--- config.mk ---
export PLATFORM = sky130hd
export DESIGN_NAME = wb_regfile_stage
export DESIGN_NICKNAME = d
export VERILOG_FILES = /design/src/rtl/wb_regfile_stage.sv
export SDC_FILE = /design/constraint.sdc
export NUM_CORES = 2
export LEC_CHECK = 0
export CORE_MARGIN = 10
export CORE_UTILIZATION = 60
export DETAILED_ROUTE_END_ITERATION = 16
export PLACE_DENSITY = 0.84
export SYNTH_ARGS = -nofsm -noshare
export SYNTH_HDL_FRONTEND = slang
export SYNTH_SLANG_ARGS = --single-unit
--- constraint.sdc ---
create_clock -name clk -period 43.6 [get_ports clk]
set_clock_uncertainty 0.15 [all_clocks]
set_input_delay 8.72 -clock clk [delete_from_list [all_inputs] [get_ports clk]]
set_output_delay 8.72 -clock clk [all_outputs]
set_load 0.005 [all_outputs]
--- src/rtl/wb_regfile_stage.sv ---
// Write Back stage and architectural register file: result select, commit to a
// 16-entry register file, bypassed decode reads, retire counter and commit trace.
module wb_regfile_stage #(
   parameter int DATA_W    = 32,
   parameter int NUM_REGS  = 16,
   parameter int ADDR_W    = 4,
   parameter int PC_OFFSET = 8,
   parameter int CNT_W     = 32
) (
   input  logic              clk,
   input  logic              reset,
   input  logic              wb_enable,
   input  logic              valid_in,
   input  logic [DATA_W-1:0] pc_in,
   input  logic [DATA_W-1:0] alu_result_in,
   input  logic [DATA_W-1:0] mem_read_data_in,
   input  logic [ADDR_W-1:0] rd_in,
   input  logic [4:0]        opcode_in,
   input  logic              reg_write_en_in,
   input  logic              mem_to_reg_in,
   input  logic [ADDR_W-1:0] ra1,
   input  logic [ADDR_W-1:0] ra2,
   input  logic [DATA_W-1:0] read_pc,
   output logic [DATA_W-1:0] rd1,
   output logic [DATA_W-1:0] rd2,
   output logic [DATA_W-1:0] wb_data,
   output logic              commit_q,
   output logic [ADDR_W-1:0] commit_rd_q,
   output logic [DATA_W-1:0] commit_data_q,
   output logic [4:0]        commit_opcode_q,
   output logic [CNT_W-1:0]  retired_count,
   output logic [DATA_W-1:0] last_retired_pc
);

   localparam logic [ADDR_W-1:0] PC_REG = ADDR_W'(NUM_REGS - 1);

   logic [DATA_W-1:0] regs_q [NUM_REGS];
   logic [DATA_W-1:0] regs_d [NUM_REGS];
   logic [CNT_W-1:0]  retired_count_q, retired_count_d;
   logic [DATA_W-1:0] last_pc_q, last_pc_d;
   logic              commit_d;
   logic [ADDR_W-1:0] commit_rd_d;
   logic [DATA_W-1:0] commit_data_d;
   logic [4:0]        commit_opcode_d;

   logic              commit;
   logic              retire;
   logic              bypass_ok;
   logic [DATA_W-1:0] pc_view;

   always_comb begin
      wb_data   = mem_to_reg_in ? mem_read_data_in : alu_result_in;
      retire    = wb_enable & valid_in;
      commit    = retire & reg_write_en_in & (rd_in != PC_REG);
      // The array is held cleared during reset, so the bypass must be too.
      bypass_ok = commit & ~reset;
      pc_view   = read_pc + DATA_W'(PC_OFFSET);
   end

   always_comb begin
      if (ra1 == PC_REG) begin
         rd1 = pc_view;
      end else if (bypass_ok && (ra1 == rd_in)) begin
         rd1 = wb_data;
      end else begin
         rd1 = regs_q[ra1];
      end
   end

   always_comb begin
      if (ra2 == PC_REG) begin
         rd2 = pc_view;
      end else if (bypass_ok && (ra2 == rd_in)) begin
         rd2 = wb_data;
      end else begin
         rd2 = regs_q[ra2];
      end
   end

   always_comb begin
      regs_d          = regs_q;
      retired_count_d = retired_count_q;
      last_pc_d       = last_pc_q;
      commit_d        = commit;
      commit_rd_d     = commit_rd_q;
      commit_data_d   = commit_data_q;
      commit_opcode_d = commit_opcode_q;
      if (commit) begin
         regs_d[rd_in]   = wb_data;
         commit_rd_d     = rd_in;
         commit_data_d   = wb_data;
         commit_opcode_d = opcode_in;
      end
      if (retire) begin
         retired_count_d = retired_count_q + CNT_W'(1);
         last_pc_d       = pc_in;
      end
   end

   always_ff @(posedge clk or posedge reset) begin
      if (reset) begin
         regs_q          <= '{default: '0};
         retired_count_q <= '0;
         last_pc_q       <= '0;
         commit_q        <= 1'b0;
         commit_rd_q     <= '0;
         commit_data_q   <= '0;
         commit_opcode_q <= '0;
      end else begin
         regs_q          <= regs_d;
         retired_count_q <= retired_count_d;
         last_pc_q       <= last_pc_d;
         commit_q        <= commit_d;
         commit_rd_q     <= commit_rd_d;
         commit_data_q   <= commit_data_d;
         commit_opcode_q <= commit_opcode_d;
      end
   end

   assign retired_count   = retired_count_q;
   assign last_retired_pc = last_pc_q;

endmodule
==> results.py <==
metrics = {
    "status": {
        "status": "completed",
    },
    "pwr": {
        "p_seq_share_pct": 42.5,
        "leakage_nw": 16.7,
        "peakVddDrop_mv": 0.0309,
        "p_int_mw": 1.24,
        "p_sw_share_pct": 28.3,
        "p_switching_mw": 0.491,
        "p_per_area_nw_per_um2": 45.0,
        "p_comb_share_pct": 22.3,
        "clkPwrFrac_pct": 35.1,
    },
    "synthesis": {
        "synth-seq-cells": 618,
        "synth_nets": 2973,
        "yosys_warnings": 0,
        "synth_top_area_share_pct": 47.5,
        "ys_seq_area_share_pct": 47.5,
        "avgSynthCellArea_um2": 11.5,
        "synth-main-ff-cell": "dfrtp_1",
        "synth_area_leaders": "dfrtp_1 48%, mux4_2 18%, mux2i_1 5.2%, a21oi_1 3.9%, o21ai_0 3.9%",
        "syn_inst": 2820,
        "synth-edff-count": 0,
        "synth_common_cells": "618 x dfrtp_1, 331 x nor2_1, 310 x nand2_1, 264 x mux4_2, 256 x a21oi_1",
        "synth_most_common_cell": "dfrtp_1",
        "yosysTopAreaCell": "dfrtp_1",
        "ys_types": 53,
        "synthArstFlopShare_pct": 100,
        "syn_area_um2": 32600,
    },
    "sta": {
        "hold_ws_ns": 0.249,
        "fin_setup_tns_ns": 0,
        "relSlewSlack_pct": 16.6,
        "finalMaxSlewViolations": 0,
        "setup_viol": 0,
        "rsz0062_at_grt": "false",
        "hold_violations": 0,
        "finalCriticalPeriod_ns": 21.64,
        "fmax_mhz": 46.2,
        "worst_slew_pin_slew_ns": 1.25,
        "fin_crit_sh_pct": 49.6,
    },
    "clocking": {
        "post_cts_buffers": 0,
        "cts_resized": 0,
        "cts_sinks": 618,
        "cts.clk_slew.worst_paths_ns": 0.06,
        "hold_buffers": 0,
        "insertion_delay_ns": 0.61,
        "cts_made_buffers": 67,
        "clock_path_buffers": 3,
        "cts_root_buf": "clkbuf_16",
        "tritoncts": "done",
        "h-tree-depth": 3,
    },
    "setup_path": {
        "timing.rr.start": "retired_count[0]",
        "cp-start-kind": "primary input",
        "crit_arrival_ns": 12.77,
        "r2r_cells": 6,
        "cp.required_ns": 34.73,
        "worstSetupPathType": "in2out",
        "rrSetupSlack_ns": 41.46,
        "critical_path.endpoint_type": "output pin",
        "reg2reg_to": "retired_count[28]",
        "crit_fanout": 37,
    },
    "run": {
        "maxCapViolations": 0,
    },
    "min_path": {
        "whs_path_depth": 0,
        "min_path_type": "reg2reg",
        "hold_path.startpoint": "regs_q[22]",
        "min_to": "regs_q[22]",
    },
    "floorplanning": {
        "dieWidth_um": 253,
        "dieArea_um2": 64000,
        "fp.coreArea_um2": 53800,
        "num_io_pins": 353,
        "floorplan.initialDensity_pct": 60.5,
        "rows": 85,
        "fp.dieH_um": 253,
    },
    "global_routing": {
        "use_met3_pct": 9.87,
        "track_usage_pct": 32.0,
        "grt_pass1_vias": 27190,
        "grt_start_max_net_pins": 178,
        "grt_antenna_before_repair": 1,
        "grt-busiest-layer": "met2",
        "overflow": 0,
        "use_met1_pct": 38.1,
        "grt_use_met2_pct": 52.1,
        "grt_pass1_wl_um": 158000,
    },
    "finish": {
        "stdcell_area_um2": 38500,
        "layout.nets": 3184,
        "drive_gt1_share_pct": 18.8,
        "fill_cells": 3507,
        "area_growth_pct": 18.3,
        "antenna_cells": 0,
    },
    "route": {
        "drt-initial-drc-count": 3310,
        "routed_wl_um": 102000,
        "vias_per_cell": 6.81,
        "first_pass_iters": 9,
        "drc": 0,
        "vias": 25750,
        "ant_nets": 0,
        "wire_per_inst_um": 27.0,
    },
    "placed_design": {
        "hpwl_um": 60400,
        "buffer_ports.inserted": 352,
        "gp_congestion": 0.860,
        "dpl_cell_area_um2": 36100,
    },
}
==> flip-flops by register name, summed over array words and instances (netlist names) <==
signal	flops
commit_q	1
retired_count	32
commit_data_q	32
commit_rd_q	4
regs_q	512
commit_opcode_q	5
last_retired_pc	32
==> cell families (layout without fill, tap and decap cells) <==
family,count (synthesis),in the layout,share of synthesized area [%]
xor gates and xnor gates,66,66,1.87
DFF,618,618,47.5
AOI/OAI and AO/OA,601,601,11.1
muxes,475,475,24.9
adders and majority gates,2,2,0.0769
and+or+nand+nor,741,741,9.66
buffers and inverters,317,580,4.91
==> power by group through the flow <==
stage	combinational, mW	clock [mW]	sequential (mW)
6_report	0.387	0.608	0.736
5_1_grt	0.418	0.637	0.745
4_1_cts	0.386	0.611	0.733
3_5_place_dp	0.378	0	0.740
3_3_place_gp	0.364	0	0.727
2_1_floorplan	0.240	0	0.721
==> cell usage in the layout (no fill, tap or decap), types with 3 or more instances in the layout <==
| cell type | count |
|---|---|
| clkbuf_1 | 16 |
| clkinv_2 | 6 |
| nor4_4 | 3 |
| clkdlybuf4s50_1 | 343 |
| clkbuf_16 | 69 |
| buf_6 | 4 |
| xnor2_1 | 33 |
| nand2b_1 | 3 |
| nor2_1 | 331 |
| xnor2_2 | 4 |
| mux4_2 | 264 |
| dfrtp_1 | 618 |
| nor3_4 | 8 |
| a21oi_1 | 256 |
| xor2_1 | 29 |
| nand3_1 | 19 |
| mux2i_1 | 150 |
| a22o_1 | 4 |
| a221oi_2 | 40 |
| and4_1 | 4 |
| mux2_2 | 43 |
| and2_1 | 4 |
| a221oi_1 | 22 |
| nand2_1 | 309 |
| nor2b_1 | 4 |
| o21ai_1 | 10 |
| nor3_1 | 5 |
| buf_4 | 70 |
| inv_1 | 36 |
| o21ai_0 | 254 |
| mux2i_2 | 18 |
| and3_1 | 12 |
| nand4_1 | 22 |
| clkbuf_8 | 17 |
| buf_2 | 3 |
| bufinv_16 | 8 |
| o21a_1 | 3 |
==> area by class of cell <==
type	instances	area, µm²	area share, %
Inverter	38	150	0.390
Multi-Input combinational cell	1885	15600	40.5
Timing Repair Buffer	421	4040	10.5
Tap cell	696	871	2.26
Clock buffer	102	2020	5.25
Sequential cell	618	15500	40.2
Clock inverter	19	339	0.881
==> routing by layer <==
metal  vias up  share of wire [%]  wire length (µm)
li1      10620                  -                 -
met1     12806                 34             34700
met2      1889                 49             49600
met3       433                 12             12500
met4         2                5.2              5330
met5         -              0.013                13
==> per-stage QoR <==
stage | total power, mW | worst slack, ns | cells | utilization [%]
6_report | 1.73 | 21.96 | 3779 | 71.5
5_1_grt | 1.80 | 21.83 | 3779 | 71.5
4_1_cts | 1.73 | 22.06 | 3779 | 71.5
3_5_place_dp | 1.12 | 22.08 | 3658 | 67.1
3_3_place_gp | 1.09 | 22.13 | 3658 | 67.1
2_1_floorplan | 0.960 | 17.42 | 2820 | -
==> how the worst max path moves through the flow <==
stage,from,end,slack (ns),cells after the start
6_report,ra2[2],rd2[4],21.96,8
3_3_place_gp,ra1[0],rd1[9],22.13,8
5_1_grt,ra1[0],rd1[9],21.83,8
4_1_cts,ra1[0],rd1[9],22.06,8
2_1_floorplan,reset,commit_data_q[0],17.42,1
3_5_place_dp,ra2[2],rd2[4],22.08,8
==> worst max-delay path, stage by stage <==
cell and delay, ns:
buf_4 0.41, buf_4 0.60, buf_4 0.66, and4_2 0.92, buf_4 0.38, nor2_1 0.15, a221oi_1 0.32, clkdlybuf4s50_1 0.57
No activity file was read; power rests on OpenSTA's default activity.
